===== src/rtl/usr_pkg.sv =====
// Shared definitions for the parametrised universal shift register:
// operation codes, FSM state encoding and operation-class helper.
package usr_pkg;

    localparam logic [2:0] OP_HOLD = 3'b000;
    localparam logic [2:0] OP_SHR  = 3'b001;
    localparam logic [2:0] OP_SHL  = 3'b010;
    localparam logic [2:0] OP_LOAD = 3'b011;
    localparam logic [2:0] OP_ROR  = 3'b100;
    localparam logic [2:0] OP_ROL  = 3'b101;
    localparam logic [2:0] OP_ASR  = 3'b110;
    localparam logic [2:0] OP_CLR  = 3'b111;

    typedef enum logic [1:0] {
        ST_IDLE = 2'b00,
        ST_RUN  = 2'b01,
        ST_DONE = 2'b10
    } state_t;

    // Shift-class ops are the only ones that move bits out of the register.
    function automatic logic is_shift_op(input logic [2:0] op);
        case (op)
            OP_SHR, OP_SHL, OP_ROR, OP_ROL, OP_ASR: is_shift_op = 1'b1;
            default:                                is_shift_op = 1'b0;
        endcase
    endfunction

endpackage


===== src/rtl/usr_shift_core.sv =====
// Combinational next-state datapath of the shift register: computes the
// next register value for an op and exposes the bits at both ends.
module usr_shift_core
    import usr_pkg::*;
#(
    parameter int DATA_WIDTH = 8
) (
    input  logic [DATA_WIDTH-1:0] i_q,
    input  logic [2:0]            i_op,
    input  logic [DATA_WIDTH-1:0] i_in,
    input  logic                  i_sr,
    input  logic                  i_sl,
    output logic [DATA_WIDTH-1:0] o_q_next,
    output logic                  o_out_lsb,
    output logic                  o_out_msb
);

    assign o_out_lsb = i_q[0];
    assign o_out_msb = i_q[DATA_WIDTH-1];

    always_comb begin
        o_q_next = i_q;
        case (i_op)
            OP_HOLD: o_q_next = i_q;
            OP_SHR:  o_q_next = {i_sr, i_q[DATA_WIDTH-1:1]};
            OP_SHL:  o_q_next = {i_q[DATA_WIDTH-2:0], i_sl};
            OP_LOAD: o_q_next = i_in;
            OP_ROR:  o_q_next = {i_q[0], i_q[DATA_WIDTH-1:1]};
            OP_ROL:  o_q_next = {i_q[DATA_WIDTH-2:0], i_q[DATA_WIDTH-1]};
            OP_ASR:  o_q_next = {i_q[DATA_WIDTH-1], i_q[DATA_WIDTH-1:1]};
            OP_CLR:  o_q_next = '0;
            default: o_q_next = i_q;
        endcase
    end

endmodule


===== src/rtl/universal_shift_reg_param.sv =====
// Parametrised universal shift register with single-cycle ops and a
// multi-cycle burst-shift engine (IDLE -> RUN -> DONE handshake).
module universal_shift_reg_param
    import usr_pkg::*;
#(
    parameter int DATA_WIDTH = 8,
    parameter int CNT_WIDTH  = $clog2(DATA_WIDTH) + 1
) (
    input  logic                  i_clk,
    input  logic                  clr,
    input  logic                  en,
    input  logic [DATA_WIDTH-1:0] in,
    input  logic [2:0]            sel_mux,
    input  logic                  sr,
    input  logic                  sl,
    input  logic                  start,
    input  logic [CNT_WIDTH-1:0]  shamt,
    output logic                  busy,
    output logic                  done,
    output logic                  so_r,
    output logic                  so_l,
    output logic [DATA_WIDTH-1:0] q_out
);

    state_t                r_state;
    logic [2:0]            r_op;
    logic [CNT_WIDTH-1:0]  r_cnt;
    logic [DATA_WIDTH-1:0] r_q;
    logic                  r_so_r;
    logic                  r_so_l;

    logic [2:0]            w_op;
    logic [DATA_WIDTH-1:0] w_q_next;
    logic                  w_out_lsb;
    logic                  w_out_msb;

    // During a burst the latched op drives the datapath; sel_mux is ignored.
    assign w_op = (r_state == ST_RUN) ? r_op : sel_mux;

    usr_shift_core #(
        .DATA_WIDTH(DATA_WIDTH)
    ) u_core (
        .i_q       (r_q),
        .i_op      (w_op),
        .i_in      (in),
        .i_sr      (sr),
        .i_sl      (sl),
        .o_q_next  (w_q_next),
        .o_out_lsb (w_out_lsb),
        .o_out_msb (w_out_msb)
    );

    always_ff @(posedge i_clk or posedge clr) begin
        if (clr) begin
            r_state <= ST_IDLE;
            r_op    <= OP_HOLD;
            r_cnt   <= '0;
            r_q     <= '0;
            r_so_r  <= 1'b0;
            r_so_l  <= 1'b0;
        end else begin
            case (r_state)
                ST_IDLE: begin
                    if (start) begin
                        if (is_shift_op(sel_mux) && (shamt != '0)) begin
                            r_op    <= sel_mux;
                            r_cnt   <= shamt;
                            r_state <= ST_RUN;
                        end else begin
                            r_state <= ST_DONE;
                        end
                    end else if (en) begin
                        r_q <= w_q_next;
                        if (is_shift_op(sel_mux)) begin
                            r_so_r <= w_out_lsb;
                            r_so_l <= w_out_msb;
                        end
                    end
                end
                ST_RUN: begin
                    r_q    <= w_q_next;
                    r_so_r <= w_out_lsb;
                    r_so_l <= w_out_msb;
                    r_cnt  <= r_cnt - CNT_WIDTH'(1);
                    if (r_cnt == CNT_WIDTH'(1)) begin
                        r_state <= ST_DONE;
                    end
                end
                ST_DONE: begin
                    r_state <= ST_IDLE;
                end
                default: begin
                    r_state <= ST_IDLE;
                end
            endcase
        end
    end

    assign busy  = (r_state == ST_RUN);
    assign done  = (r_state == ST_DONE);
    assign so_r  = r_so_r;
    assign so_l  = r_so_l;
    assign q_out = r_q;

endmodule


===== config.mk =====
export PLATFORM = sky130hd
export DESIGN_NAME = universal_shift_reg_param
export DESIGN_NICKNAME = d
export VERILOG_FILES = /design/src/rtl/usr_pkg.sv /design/src/rtl/usr_shift_core.sv /design/src/rtl/universal_shift_reg_param.sv
export SDC_FILE = /design/constraint.sdc
export NUM_CORES = 1
export LEC_CHECK = 0
export BUFFER_PORTS_ARGS = -buffer_cell sky130_fd_sc_hd__buf_2
export CORE_MARGIN = 4
export CORE_UTILIZATION = 53
export CTS_CLUSTER_SIZE = 14
export DETAILED_ROUTE_END_ITERATION = 10
export PLACE_DENSITY = 0.75
export SLEW_MARGIN = 40
export SYNTH_ARGS = -nofsm -noshare
export SYNTH_HDL_FRONTEND = slang
export SYNTH_SLANG_ARGS = --single-unit
export TNS_END_PERCENT = 100

===== constraint.sdc =====
create_clock -name i_clk -period 2.45 [get_ports i_clk]
set_clock_uncertainty 0.1 [all_clocks]
set_input_delay 0.1225 -clock i_clk [delete_from_list [all_inputs] [get_ports i_clk]]
set_output_delay 0.1225 -clock i_clk [all_outputs]
set_load 0.02 [all_outputs]

==> impl_metrics.ini, run 1 <==
[outcome]
status = finished clean

[final_layout]
final_cells = 219
fin_util = 0.644
drive_gt1_frac = 0.291
finalInstanceArea_um2 = 1610
final_common_cell = buf_2
mostFrequentLayoutCells = 32 x buf_2, 28 x nand2_1, 19 x dfrtp_1, 14 x a21oi_1, 8 x mux2i_1
antenna_cells = 0
nNetsFinal = 213
areaGrowthSynthToFinish_pct = 14.4

[grt]
grt_pass1_wl_mm = 5.62
grt.total_usage = 0.208
antenna_found_initial = 0
grt_max_degree = 20
globalRouteOverflowTotal = 0
grt_pass1_vias = 1285

[timing]
slew_viol_final = 0
fin_ws_ns = 0.448
slew-limit-headroom = 0.511
setup_viol = 0
rsz0062_at_grt = false
finalCriticalPeriod_ns = 2.00
final_min_period_over_clock_period = 0.817
max_clock_freq_ghz = 0.500
finalHoldViolations = 0
tns_ns = 0
max_slew.worst_pin.slew_ns = 0.729

[placement]
place_area_um2 = 1560
place.gp.congestion = 0.856
dp_hpwl_mm = 2.48
pre_cts_ws_ns = 0.461
dp_cells = 213
portBuffers = 32

[logic_synthesis]
yosysSeqAreaShare = 0.338
synthCells = 158
postSynth.asyncResetShare = 1.00
avgSynthCellArea_um2 = 8.91
synth_area_um2 = 1410
synth-seq-cells = 19
ys_warn_count = 0
syn_nets = 181
ys.flop_type = dfrtp_1
synth_edf_count = 0
synth_cell_types = 42

[cts]
clk_pin_slew_ns = 0.11
cts_resized = 0
clock_path_buffers = 2
root_buffer = clkbuf_4
cts_hold_buf = 2
cts_made_buffers = 3
worst_skew_pair.late_latency_ns = 0.30
cts_sinks = 19
cts_tree = yes
htreeDepth = 1
cts_setup_buffers = 0

[setup_path]
end_kind = flop
cp-start-kind = flop
worst-r2r-cell-count = 6
critPathTopFamily = compound AO/OA/AOI/OAI gates
cpMaxStageDelayCell = dfrtp_1
required_ns = 2.55
max_stage_delay_ns = 0.39
critPathBufInv = 1
crit_type = reg -> reg
crit_fanout = 16
cp_cell_sequence = nand2b_4 -> inv_2 -> nor3_1 -> a21oi_1 -> a21oi_1 -> o32a_1
worstPathArrival_ns = 2.10
path_common_cell = a21oi_1
path_depth = 6

[die]
ios = 33
die_h_um = 59.5
die-area_um2 = 3540
die_w_um = 59.5
initial_utilization = 0.563
core_um2 = 2500
rows = 18

[route]
drt_first_pass_iters = 5
drc = 0
first_iter_violations = 71
finalWirelength_mm = 3.34
viasPerCell = 5.85
routedWlPerCell_um = 15.2
ant_nets = 0
num_vias = 1282

[pwr]
p_per_area_nw_per_um2 = 1390
p_leak_nw = 0.740
ir_worst_vdd_mv = 0.887

[run]
drv_cap = 0

[min_path]
holdPathStages = 3
hp-class = in -> reg
[cell families after synthesis]
family / synth area share
AND/OR/NAND/NOR: 0.228
AO/OA/AOI/OAI: 0.206
buffers and inverters: 0.0720
flip-flops: 0.338
multiplexers: 0.139
adder cells (fa/ha/maj): 0.0178
[worst paths after layout]
kind                             from  endpoint  slack [ns]
min in group asynchronous         clr      so_l        0.27
hold reg to reg                  so_r      so_r        0.41
hold / removal             sel_mux[2]   r_op[2]       0.008
setup / recovery           r_state[1]  q_out[3]        0.45
setup reg to reg           r_state[1]  q_out[3]        0.45
max in group asynchronous         clr   r_op[2]        1.63
[Yosys cell counts, types with 2 or more instances]
library cell   n  share of area
clkbuf_1       5          0.013
and2_1         6          0.027
mux2i_1        8          0.057
mux2_4         3          0.032
nor2_1         7          0.019
inv_1          7          0.019
o21ai_0        4          0.014
buf_6          2          0.016
nor3b_1        2          0.011
nor3_1         5          0.018
nand2_1       28          0.075
nand2b_1       2         0.0089
dfrtp_1       19           0.34
a221oi_1       2          0.012
buf_4          4          0.021
nand3b_1       3          0.016
a21oi_1       14          0.050
mux2_2         5          0.040
o32a_1         6          0.043
a31oi_1        3          0.013
ha_1           2          0.018
[power breakdown]
group          switching (mW)  internal [mW]  total [mW]
clock                   0.105         0.0636       0.168
combinational           0.770          0.642        1.41
sequential              0.185          0.476       0.661
total                    1.06           1.18        2.24
[layout make-up]
type	count	area, um2
Clock buffer	4	26.3
Sequential cell	19	475
Fill cell	215	890
Tap cell	30	37.5
Multi-Input combinational cell	120	831
Inverter	8	30.0
Timing Repair Buffer	38	210
[registers in the layout, indices dropped and copies added (netlist names)]
name	count
so_r	1
q_out	8
r_op	3
r_state	2
so_l	1
r_cnt	4
[worst min-delay path, delay by kind of cell]
kind,cells,cell delay (ns)
buf+inv,1,0.14
compound gates,1,0.06
simple gates,1,0.05
[routing by layer]
layer | global-route usage | up-vias | wire [um]
li1 | - | 626 | -
met1 | 0.259 | 607 | 1440
met2 | 0.359 | 42 | 1670
met3 | 0.0327 | 7 | 177
met4 | 0.0823 | 0 | 56
met5 | 0 | - | 0
[through the flow]
| stage | hold WS [ns] | power (mW) |
|---|---|---|
| floorplan | -0.0264 | 1.78 |
| global placement | 0.180 | 2.03 |
| global route | 0.0377 | 2.42 |
| CTS | 0.00954 | 2.24 |
| finish | 0.00804 | 2.24 |
| detailed placement | 0.201 | 2.07 |
Note: power is estimated with default switching activity, not from simulation.
==> run 2: changes to the inputs <==
--- a/config.mk
+++ b/config.mk
@@ -5,6 +5,7 @@
 export SDC_FILE = /design/constraint.sdc
 export NUM_CORES = 1
 export LEC_CHECK = 0
+export ABC_AREA = 1
 export BUFFER_PORTS_ARGS = -buffer_cell sky130_fd_sc_hd__buf_2
 export CORE_MARGIN = 4
 export CORE_UTILIZATION = 53
==> constraint.sdc (replaced) <==
create_clock -name i_clk -period 2.1 [get_ports i_clk]
set_clock_uncertainty 0.1 [all_clocks]
set_input_delay 0.105 -clock i_clk [delete_from_list [all_inputs] [get_ports i_clk]]
set_output_delay 0.105 -clock i_clk [all_outputs]
set_load 0.02 [all_outputs]
==> run 2 against run 1 <==
Effect of this change:
- critical path depth increased by 2
- sequential share of layout area is 0.38 points lower
- synthesized cell count up 23%
- wire length is 9.9% lower
- clock power rose by 13%
- power grew 10%
- setup slack worse by 0.082 ns
- core utilization increased by 0.27 points
- via count up 1.6%
- sequential cell count unchanged
- critical path type is now in -> reg
- critical endpoint is now r_cnt[2]
- largest power group unchanged
- highest routed layer unchanged
==> impl_metrics.ini, run 2 <==
[outcome]
status = finished clean

[logic_synthesis]
synth_top_family_by_area = simple AND/OR/NAND/NOR gates
yosysSeqAreaShare = 0.334
synth_fa_ha_area_frac = 0.0176
postSynth.asyncResetShare = 1.00
synth_area_leaders = dfrtp_1 33%, nand2_1 12%, nand2_4 7.1%
yosysMostFrequentCell = nand2_1
synthCells = 195
avgSynthCellArea_um2 = 7.31
synth_area_um2 = 1430
yosys-top-cells-count = 44 x nand2_1, 27 x nor2_1, 20 x nand3_1
synth_edf_count = 0
yosys.area.top_type = dfrtp_1
synthXorXnorAreaFrac = 0
synth_top_area_frac = 0.334
syn_nets = 218
synth_cell_types = 26
ys_warn_count = 0
synth-compound-area-share = 0.0834
synth_mux_area_frac = 0
ys.flop_type = dfrtp_1
synthSimpleGateAreaFrac = 0.461
synth-seq-cells = 19

[timing]
tns_ns = 0
fin_ws_ns = 0.366
rsz0062_at_grt = false
final_min_period_over_clock_period = 0.826
finalCriticalPeriod_ns = 1.73
slew_viol_final = 0
max_clock_freq_ghz = 0.577
max_slew.worst_pin.slew_ns = 0.735
finalHoldViolations = 0
setup_viol = 0
slew-limit-headroom = 0.509

[route]
viasPerCell = 5.01
num_vias = 1303
routedWlPerCell_um = 11.6
ant_nets = 0
drc = 0
drt_first_pass_iters = 4
finalWirelength_mm = 3.01
first_iter_violations = 40

[grt]
antenna_found_initial = 0
globalRouteOverflowTotal = 0
grt_pass1_wl_mm = 5.19
grt_pass1_vias = 1307
grt_max_degree = 20
grt.total_usage = 0.188

[die]
initial_utilization = 0.565
rows = 18
die_w_um = 59.9
die-area_um2 = 3580
ios = 33
core_um2 = 2520
die_h_um = 59.9

[min_path]
holdPathEnd = q_out[5]
worst_hold_startpoint = in[5]
holdPathStages = 5
hp-class = in -> reg

[setup_path]
crit_type = in -> reg
r2r_slack_ns = 0.37
cpMaxStageDelayCell = dlygate4sd3_1
required_ns = 2.17
end_kind = flop
crit_fanout = 8
path_common_cell = o21ai_0
worst-r2r-cell-count = 9
r2r_end = q_out[3]
cp_cell_sequence = dlygate4sd3_1 -> buf_2 -> inv_1 -> o21ai_0 -> o21ai_1 -> nand2_1 -> a21oi_1 -> o21ai_0
worstPathArrival_ns = 1.80
worst_r2r_startpoint = r_state[0]
cp-start-kind = primary input
max_stage_delay_ns = 0.52

[placement]
place.gp.congestion = 0.836
portBuffers = 32
pre_cts_ws_ns = 0.375
dp_cells = 252
dp_hpwl_mm = 2.36

[final_layout]
antenna_cells = 0
fillers = 223
largest_register_ffs = 8
nNetsFinal = 254
final_cells = 260
fin_util = 0.647
areaGrowthSynthToFinish_pct = 14.5
mostFrequentLayoutCells = 44 x nand2_1, 32 x buf_2, 27 x nor2_1, 20 x nand3_1
final_common_cell = nand2_1
drive_gt1_frac = 0.291

[cts]
cts_sinks = 19
cts_made_buffers = 3
root_buffer = clkbuf_4
cts_resized = 0
cts_tree = yes
clk_pin_slew_ns = 0.11
worst_skew_pair.late_latency_ns = 0.29
htreeDepth = 1
clock_path_buffers = 2

[pwr]
p_leak_nw = 0.852
p_per_area_nw_per_um2 = 1520
ir_worst_vdd_mv = 0.956

[run]
drv_cap = 0
[run 2: timing repair]
item / CTS / global route
hold buffers: 4 / 0
buffers inserted: 0 / 0
endpoints found under the hold margin: 22 / 0
[run 2: area by class of cell]
class / instances / area (um2) / area share
well taps: 30 / 37.5 / 0.0230
clock buffers: 4 / 26.3 / 0.0161
multi-input cells: 148 / 801 / 0.491
flip-flops and latches: 19 / 475 / 0.291
inverters: 23 / 91.3 / 0.0560
repair buffers: 36 / 200 / 0.123
[run 2: kinds of logic after synthesis]
kind of cell,Yosys count
buffers and inverters,28
flip-flops,19
AND/OR/NAND/NOR,123
AO/OA/AOI/OAI,23
adder cells (fa/ha/maj),2
[run 2: critical path, delay by kind of cell]
family | cells | cell delay [ns]
simple gates | 1 | 0.13
buf+inv | 3 | 0.78
compound gates | 4 | 0.79
[run 2: power breakdown]
part / switching (mW) / internal (mW) / leakage (nW) / total, mW
Clock: 0.115 / 0.0739 / 0.0150 / 0.189
Combinational: 1.03 / 0.534 / 0.609 / 1.56
Sequential: 0.172 / 0.550 / 0.228 / 0.722
Total: 1.32 / 1.16 / 0.852 / 2.47
[run 2: through the flow]
stage / cell area (um2) / total power [mW] / hold slack [ns]
after floorplan: 1430 / 2.04 / -0.0439
after global placement: 1570 / 2.24 / 0.166
after detailed placement: 1570 / 2.29 / 0.169
after CTS: 1630 / 2.49 / 0.00750
after global routing: 1630 / 2.73 / 0.0400
final: 1630 / 2.47 / 0.00953
[run 2: metal layers]
metal | wire length (um) | global-route usage | share of wire | up-vias
met5 | 0 | 0 | 0 | -
met4 | 29 | 0.0791 | 0.0096 | 0
met3 | 151 | 0.0238 | 0.050 | 4
met2 | 1350 | 0.304 | 0.45 | 37
met1 | 1470 | 0.250 | 0.49 | 573
li1 | - | - | - | 689
[run 2: worst max-delay path by stage]
stage                from        to  slack (ns)  depth (start not counted)
6_report       sel_mux[0]  r_cnt[2]        0.37                          8
5_1_grt        sel_mux[0]  r_cnt[2]        0.14                          8
4_1_cts        sel_mux[0]  r_cnt[2]        0.35                          8
3_5_place_dp   r_state[0]  q_out[2]        0.38                          9
3_3_place_gp   r_state[0]  q_out[0]        0.44                          9
2_1_floorplan  r_state[1]  q_out[1]        0.55                         12
==> run 3: changes to the inputs <==
==> constraint.sdc (replaced) <==
create_clock -name i_clk -period 1.7 [get_ports i_clk]
set_clock_uncertainty 0.1 [all_clocks]
set_input_delay 0.085 -clock i_clk [delete_from_list [all_inputs] [get_ports i_clk]]
set_output_delay 0.085 -clock i_clk [all_outputs]
set_load 0.02 [all_outputs]
==> run 3 against run 2 <==
Effect of this change:
- wire length is 13% higher
- register-to-register slack worse by 0.27 ns
- setup slack worse by 0.27 ns
- clock power is 32% higher
- hold slack worse by 0.0058 ns
- via count is 7.1% higher
- sequential cell count stayed put
- largest power group unchanged
==> impl_metrics.ini, run 3 (synthesized netlist as in run 2, its figures left out) <==
[outcome]
status = finished clean

[route]
wl_met1_mm = 1.47
routedWlPerCell_um = 12.6
finalWirelength_mm = 3.41
viasPerCell = 5.17
ant_nets = 0
first_iter_violations = 65
num_vias = 1395
wl_met3_um = 202
route.met2.wl_mm = 1.66
drt_first_pass_iters = 4
drc = 0
maxUsedRoutingLayer = met4

[cts]
cts_made_buffers = 3
cts_tree = yes
clock_path_buffers = 2
clk_pin_slew_ns = 0.12
cts_sinks = 19
worst_skew_pair.late_latency_ns = 0.30
htreeDepth = 1
root_buffer = clkbuf_4

[die]
rows = 18
core_um2 = 2520
initial_utilization = 0.565
die_h_um = 59.9
die-area_um2 = 3580
die_w_um = 59.9
ios = 33

[final_layout]
fillers = 224
final_common_cell = nand2_1
finalInstanceArea_um2 = 1760
nNetsFinal = 264
largest_register_ffs = 8
areaGrowthSynthToFinish_pct = 23.6
drive_gt1_frac = 0.333
multi_input_area_um2 = 832
regArea_um2 = 478
mostFrequentLayoutCells = 42 x nand2_1, 32 x buf_2, 26 x nor2_1, 20 x nand3_1
antenna_cells = 0

[timing]
finalHoldViolations = 0
slew-limit-headroom = 0.739
max_clock_freq_ghz = 0.622
slew_viol_final = 0
finalCriticalPeriod_ns = 1.61
final_min_period_over_clock_period = 0.945
tns_ns = 0
max_slew.worst_pin.slew_ns = 0.387
setup_viol = 0

[setup_path]
cpMaxStageDelayCell = dlygate4sd3_1
r2r_slack_ns = 0.10
crit_type = in -> reg
cp-start-kind = primary input
max_stage_delay_ns = 0.55
cp_cell_sequence = dlygate4sd3_1 -> buf_2 -> inv_2 -> o21ai_0 -> o21ai_1 -> nand2_2 -> a21oi_1 -> buf_4 -> nand2_1 -> o21ai_0
end_kind = flop
path_common_cell = o21ai_0
required_ns = 1.82
worstPathArrival_ns = 1.73
crit_fanout = 8

[pwr]
ir_worst_vdd_mv = 1.10
p_per_area_nw_per_um2 = 1850
p_leak_nw = 0.897

[grt]
globalRouteOverflowTotal = 0
grt_max_degree = 20
grt_pass1_vias = 1268
antenna_found_initial = 0
grt.total_usage = 0.199
grt_pass1_wl_mm = 5.44

[placement]
portBuffers = 32
place.gp.congestion = 0.860
dp_hpwl_mm = 2.52
place_area_um2 = 1600

[min_path]
hp-class = in -> reg

[run]
drv_cap = 0
==> run 3: changes by cell type in the layout (fill, tap and decap cells not counted), sizes merged <==
cell,delta
clkinvlp,+2
buf,+5
dlygate4sd3,+4
clkbuf,-1
==> run 3: cell type report <==
type / instances / share of cell area
inverters: 23 / 0.0561
multi-input cells: 148 / 0.472
flip-flops and latches: 19 / 0.271
clock buffers: 3 / 0.0128
clock inverters: 1 / 0.00426
repair inverters: 1 / 0.00426
well taps: 30 / 0.0213
repair buffers: 45 / 0.158
==> run 3: path summary, 6_finish.rpt <==
kind	start	depth (start not counted)	endpoint
worst min register to register	so_r	2	so_r
min in group asynchronous	clr	4	q_out[2]
worst max register to register	r_state[1]	9	q_out[2]
max in group asynchronous	clr	4	r_state[1]
worst min-delay path	in[3]	5	q_out[3]
worst max-delay path	sel_mux[0]	10	r_cnt[2]
==> run 3: metrics by stage <==
stage | util | hold slack, ns | cells | power [mW] | setup WS, ns
2_1_floorplan | - | -0.0639 | 195 | 2.52 | 0.145
3_3_place_gp | 0.632 | 0.0201 | 256 | 2.83 | 0.0295
3_5_place_dp | 0.632 | 0.0295 | 256 | 2.89 | -0.00110
4_1_cts | 0.677 | 0.0000364 | 268 | 3.17 | 0.00944
5_1_grt | 0.698 | 0.0276 | 270 | 3.55 | -0.00729
6_report | 0.698 | 0.00371 | 270 | 3.26 | 0.0927
==> run 3: critical path, delay by kind of cell <==
kind | cells | cell delay, ns
and+or+nand+nor | 2 | 0.19
AOI/OAI and AO/OA | 4 | 0.48
buffers and inverters | 4 | 0.96
==> run 3: layer usage <==
| layer | up-vias | track usage |
|---|---|---|
| met1 | 627 | 0.263 |
| met4 | 0 | 0.0696 |
| met3 | 11 | 0.0302 |
| met2 | 48 | 0.329 |
| li1 | 709 | - |
| met5 | - | 0 |
==> run 3: power breakdown <==
part	switching (mW)	leakage [nW]	internal [mW]
clock network	0.160	0.0139	0.0895
registers	0.224	0.225	0.684
logic	1.36	0.658	0.748
==> run 3: repair_timing <==
item | 4_1_cts | 5_1_grt
gates resized for setup | 1 | 12
gates cloned | 0 | 1
endpoints found under the hold margin | 26 | 0
setup endpoints to repair | 3 | 15
pin swaps | 0 | 4
buffers inserted | 0 | 1
hold buffers | 8 | 0
